<file path="src/rtl/board_io_pkg.sv">
// board_io_pkg: shared seven-segment glyph table, blank code and counter width helper
package board_io_pkg;
    localparam logic [6:0] HEX_BLANK = 7'h7F;
    localparam logic [6:0] HEX_GLYPH [16] = '{
        7'h40, 7'h79, 7'h24, 7'h30, 7'h19, 7'h12, 7'h02, 7'h78,
        7'h00, 7'h10, 7'h08, 7'h03, 7'h46, 7'h21, 7'h06, 7'h0E
    };
    function automatic int cnt_w(input int n);
        return (n < 2) ? 1 : $clog2(n);
    endfunction
endpackage

</file>
<file path="src/rtl/key_debouncer.sv">
// key_debouncer: one active-low key -> 2-flop sync, debounced level key_down, press pulse key_press
module key_debouncer import board_io_pkg::*; #(
    parameter int DEBOUNCE_CYCLES = 500000
) (
    input  logic clk,
    input  logic rst,
    input  logic key_n,
    output logic key_down,
    output logic key_press
);
    localparam int CW = cnt_w(DEBOUNCE_CYCLES);
    localparam logic [CW-1:0] CNT_MAX = CW'(DEBOUNCE_CYCLES - 1);
    logic s1_q, s1_d, s2_q, s2_d, down_q, down_d, press_q, press_d;
    logic [CW-1:0] cnt_q, cnt_d;
    always_comb begin
        // inverting ahead of the first flop keeps cleared sync flops meaning "released"
        s1_d = ~key_n;
        s2_d = s1_q;
        cnt_d = (s2_q == down_q || cnt_q == CNT_MAX) ? '0 : cnt_q + 1'b1;
        down_d = (s2_q != down_q && cnt_q == CNT_MAX) ? s2_q : down_q;
        press_d = down_d & ~down_q;
    end
    always_ff @(posedge clk) begin
        if (rst) begin
            s1_q <= 1'b0;
            s2_q <= 1'b0;
            cnt_q <= '0;
            down_q <= 1'b0;
            press_q <= 1'b0;
        end else begin
            s1_q <= s1_d;
            s2_q <= s2_d;
            cnt_q <= cnt_d;
            down_q <= down_d;
            press_q <= press_d;
        end
    end
    assign key_down = down_q;
    assign key_press = press_q;
endmodule

</file>
<file path="src/rtl/board_io_frontend.sv">
// board_io_frontend: debounced keys, synchronised switches, blinking hex digits, registered LEDs
module board_io_frontend import board_io_pkg::*; #(
    parameter int NUM_KEYS = 4,
    parameter int NUM_SW = 10,
    parameter int NUM_HEX = 6,
    parameter int DEBOUNCE_CYCLES = 500000,
    parameter int BLINK_CYCLES = 12500000
) (
    input  logic                  CLOCK_50,
    input  logic                  RESET,
    input  logic [NUM_KEYS-1:0]   KEY,
    input  logic [NUM_SW-1:0]     SW,
    output logic [NUM_KEYS-1:0]   key_down,
    output logic [NUM_KEYS-1:0]   key_press,
    output logic [NUM_SW-1:0]     sw_sync,
    input  logic [4*NUM_HEX-1:0]  hex_value,
    input  logic [NUM_HEX-1:0]    hex_blank,
    input  logic [NUM_HEX-1:0]    hex_blink,
    output logic [7*NUM_HEX-1:0]  HEX,
    input  logic [NUM_SW-1:0]     led_in,
    output logic [NUM_SW-1:0]     LEDR
);
    localparam int BW = cnt_w(BLINK_CYCLES);
    localparam logic [BW-1:0] BLINK_MAX = BW'(BLINK_CYCLES - 1);
    logic [NUM_SW-1:0] sw1_q, sw1_d, sw2_q, sw2_d, led_q, led_d;
    logic [BW-1:0] bcnt_q, bcnt_d;
    logic blink_q, blink_d;
    logic [7*NUM_HEX-1:0] hex_q, hex_d;
    for (genvar k = 0; k < NUM_KEYS; k++) begin : g_key
        key_debouncer #(.DEBOUNCE_CYCLES(DEBOUNCE_CYCLES)) u_deb (
            .clk(CLOCK_50),
            .rst(RESET),
            .key_n(KEY[k]),
            .key_down(key_down[k]),
            .key_press(key_press[k])
        );
    end
    always_comb begin
        sw1_d = SW;
        sw2_d = sw1_q;
        led_d = led_in;
        bcnt_d = (bcnt_q == BLINK_MAX) ? '0 : bcnt_q + 1'b1;
        blink_d = (bcnt_q == BLINK_MAX) ? ~blink_q : blink_q;
        hex_d = '0;
        for (int i = 0; i < NUM_HEX; i++)
            hex_d[7*i +: 7] = (hex_blank[i] || (hex_blink[i] && blink_q)) ? HEX_BLANK : HEX_GLYPH[hex_value[4*i +: 4]];
    end
    always_ff @(posedge CLOCK_50) begin
        if (RESET) begin
            sw1_q <= '0;
            sw2_q <= '0;
            led_q <= '0;
            bcnt_q <= '0;
            blink_q <= 1'b0;
            hex_q <= {NUM_HEX{HEX_BLANK}};
        end else begin
            sw1_q <= sw1_d;
            sw2_q <= sw2_d;
            led_q <= led_d;
            bcnt_q <= bcnt_d;
            blink_q <= blink_d;
            hex_q <= hex_d;
        end
    end
    assign sw_sync = sw2_q;
    assign LEDR = led_q;
    assign HEX = hex_q;
endmodule
</file>
<file path="config.mk">
export PLATFORM = sky130hd
export DESIGN_NAME = board_io_frontend
export DESIGN_NICKNAME = d
export VERILOG_FILES = /design/src/rtl/board_io_pkg.sv /design/src/rtl/key_debouncer.sv /design/src/rtl/board_io_frontend.sv
export SDC_FILE = /design/constraint.sdc
export NUM_CORES = 1
export LEC_CHECK = 0
export ABC_AREA = 1
export ABC_CLOCK_PERIOD_IN_PS = 3000
export BUFFER_PORTS_ARGS = -buffer_cell sky130_fd_sc_hd__buf_4
export CAP_MARGIN = 20
export CORE_MARGIN = 2
export CORE_UTILIZATION = 35
export CTS_CLUSTER_SIZE = 30
export DETAILED_ROUTE_END_ITERATION = 8
export PLACE_DENSITY = 0.64
export SLEW_MARGIN = 30
export SYNTH_ARGS = -nofsm -noshare
export SYNTH_HDL_FRONTEND = slang
export SYNTH_HIERARCHICAL = 1
export SYNTH_SLANG_ARGS = --single-unit
</file>
<file path="constraint.sdc">
create_clock -name CLOCK_50 -period 3 [get_ports CLOCK_50]
set_input_delay 0.6 -clock CLOCK_50 [delete_from_list [all_inputs] [get_ports CLOCK_50]]
set_output_delay 0.6 -clock CLOCK_50 [all_outputs]
set_load 0.01 [all_outputs]
</file>
==> impl_metrics.toml <==
[status]
run_status = "finished clean"

[setup_path]
worst-path-buf-inv = 1
crit_path_top_delay_cell = "dfxtp_1"
crit_end_element = "output pin"
critical_path.top_delay_family = "flip-flops"
critical_path.max_stage_delay_ns = 0.40
criticalPathCategory = "reg -> out"
path_max_fanout = 4
worst_r2r_path_depth = 8
critical_path_depth = 1
worstSetupStartpointType = "register"
timing.critical_path.cells = "buf_4"
reg2reg_slack_ns = 1.44
critPathRequiredTime_ns = 2.40
crit_arrival_ns = 0.98

[logic_synthesis]
asyncSetResetFlopFracSynth = 0
synth_top_cell_by_area = "dfxtp_1"
most_frequent_cells_after_synthesis = "nand2_1 (290), nor2_1 (260), inv_1 (206), dfxtp_1 (189), nand3_1 (86)"
number_of_flops_mapped_to_enable_cells_by_yosys = 0
seq_area_frac_synth = 0.403
synth_nets = 1454
yosysWarningCount = 6
yosysUniqueCellTypes = 38
netlist.area_leader.share = 0.403
syn-mean-instance-area_um2 = 6.95
syn-cell-area_mm2 = 0.00938
synth-seq-cells = 189
synthMostInstantiatedCell = "nand2_1"
synthCells = 1351
netlist_top_cells_area = "dfxtp_1 (40%), nand2_1 (12%), nor2_1 (10%)"
yosys_most_used_dff = "dfxtp_1"

[timing]
worst_hold_slack_ns = 0.320
final_min_period_over_clock_period = 0.528
setup_repair_after_global_routing_missed_its_margin = "no"
setup_tns_ns = 0
setup_violations = 0
max_slew_margin = 0.629
slew_viol_final = 0
max_slew.worst_pin.slew_ns = 0.553
finClkSkew_ns = 0.00870
fmax_mhz = 631
min_period_ns = 1.58
final_hold_fails = 0

[power_and_ir_drop]
p_int_mw = 4.03
vdd.ir_drop.worst_uv = 413
seqPwrFrac = 0.494
p_sw_mw = 1.22
power.share.combinational = 0.074
clock_power_share = 0.433
power.share.switching = 0.233
power.density_mw_per_mm2 = 466
cellLeakagePower_nw = 4.71

[die]
num_rows = 59
die_area_mm2 = 0.0281
core_region_area_mm2 = 0.0262
ios = 132
die_h_um = 168
fp.dieW_um = 168
initial_core_util = 0.358

[clock_network]
cts-htree-levels = 4
cts.repair_timing.setup_buffer_count = 0
tritoncts_num_sinks = 189
post_cts_resized = 0
clk_path_buf_depth = 2
clockRootBuffer = "clkbuf_16"
cts-hold-fix-buffers = 0
worstSkewPairLatency_ns = 0.43
cts_made_buffers = 17
clkSlewWorstSetupHoldPaths_ns = 0.07
tritoncts = "built"

[global_route]
grt_max_degree = 43
first_global_vias = 7888
grt_util_all_layers = 0.150
initial_antenna_violation_count = 0
grt_remaining_overflow = 0
global_route_wire_length_before_repair_um = 35100

[final_layout]
layout-drive-gt1-share = 0.141
area_delta_synth_final_pct = 20.1
final_nets = 1587
insertedDiodeCount = 0
fin_area_mm2 = 0.0113

[placement]
post_detailed_placement_cell_area_mm2 = 0.0107
total_of_buffers_placed_on_input_and_output_ports = 131
dp_hpwl_um = 15700
globalplace.congestion = 0.907

[detailed_routing]
detail_route.wl_per_cell_um = 11.4
wl_met1_um = 9800
highest_metal_layer_with_signal_wires = "met4"
routed_wl_um = 20900
post-route-drc-count = 0
drtPass1Iterations = 7
routed-wl-met3_um = 1410
starting_drt_drc_count = 439
routed_length_on_met2_um = 9510
detail_route.vias_per_cell = 4.57
routed-via-count = 8373
final_antenna_net_count = 0

[hold_path]
timing.hold.worst_path_depth = 2
holdCritPathClass = "in -> reg"

[run]
drv.max_cap_violation_count = 0
## power groups by stage
stage | Combinational (mW) | Clock, mW | Sequential, mW
2_1_floorplan | 0.177 | 0 | 2.67
3_3_place_gp | 0.383 | 0 | 2.65
3_5_place_dp | 0.388 | 0 | 2.65
4_1_cts | 0.390 | 2.35 | 2.59
5_1_grt | 0.435 | 2.45 | 2.60
6_report | 0.388 | 2.27 | 2.59
## path summary, 6_finish.rpt
check,end,startpoint
worst min register to register,sw_sync[3],sw1_q[3]
worst min-delay path,g_key[0].u_deb/s1_q,KEY[0]
worst max register to register,bcnt_q[14],bcnt_q[0]
worst max-delay path,key_down[0],g_key[0].u_deb/key_down
## final cells by class
| type | instances | area (µm²) |
|---|---|---|
| Timing Repair Buffer | 132 | 991 |
| Sequential cell | 189 | 3780 |
| Clock inverter | 11 | 131 |
| Inverter | 209 | 785 |
| Fill cell | 2665 | 14900 |
| Multi-Input combinational cell | 935 | 4700 |
| Tap cell | 335 | 419 |
| Clock buffer | 21 | 460 |
## layer usage
metal | track usage | vias to the layer above
li1 | - | 4481
met1 | 0.185 | 3702
met2 | 0.252 | 183
met3 | 0.0503 | 7
met4 | 0.0389 | 0
met5 | 0 | -
## cell usage in the layout (no fill, tap or decap), drive strengths merged
master    synthesis  routed
nor3             31      31
a31oi            11      11
a21boi            1       1
xnor2             6       6
o311ai            4       4
nand3            91      91
nor2b             1       1
o21bai            4       4
nand4            18      18
nor2            278     278
clkbuf           10      21
o211ai            5       5
a211oi            3       3
xor2             25      25
a21oi            53      53
o31ai             1       1
dfxtp           189     189
clkinv            2       5
nand3b            1       1
nand2           302     302
inv             207     210
o2111ai           1       1
or2               6       6
buf               8     132
bufinv            0       2
ha               41      41
o21ai            52      52
clkinvlp          0       3
## registers in the layout (all words and copies together), names as in the netlist
name and count:
g_key.u_deb/key_press 4, bcnt_q 24, sw1_q 10, blink_q 1, g_key.u_deb/s1_q 4, g_key.u_deb/cnt_q 76
sw_sync 10, g_key.u_deb/s2_q 4, HEX 42, g_key.u_deb/key_down 4, LEDR 10
## metrics by stage
step	power (mW)	cells	utilization	worst slack [ns]
2_1_floorplan	2.85	1351	-	1.64
3_3_place_gp	3.03	1800	0.408	1.16
3_5_place_dp	3.04	1800	0.408	1.13
4_1_cts	5.33	1832	0.430	1.38
5_1_grt	5.48	1832	0.430	1.25
6_report	5.25	1832	0.430	1.42
## logic make-up (layout without fill, tap and decap cells)
logic type               after synthesis  after routing  share of synthesized area
AO/OA/AOI/OAI                        135            135                     0.0840
XOR/XNOR                              31             31                     0.0289
adder cells (fa/ha/maj)               41             41                     0.0547
buffers and inverters                227            373                     0.0957
flip-flops                           189            189                      0.403
AND/OR/NAND/NOR                      728            728                      0.333
No activity file was read; power rests on OpenSTA's default activity.
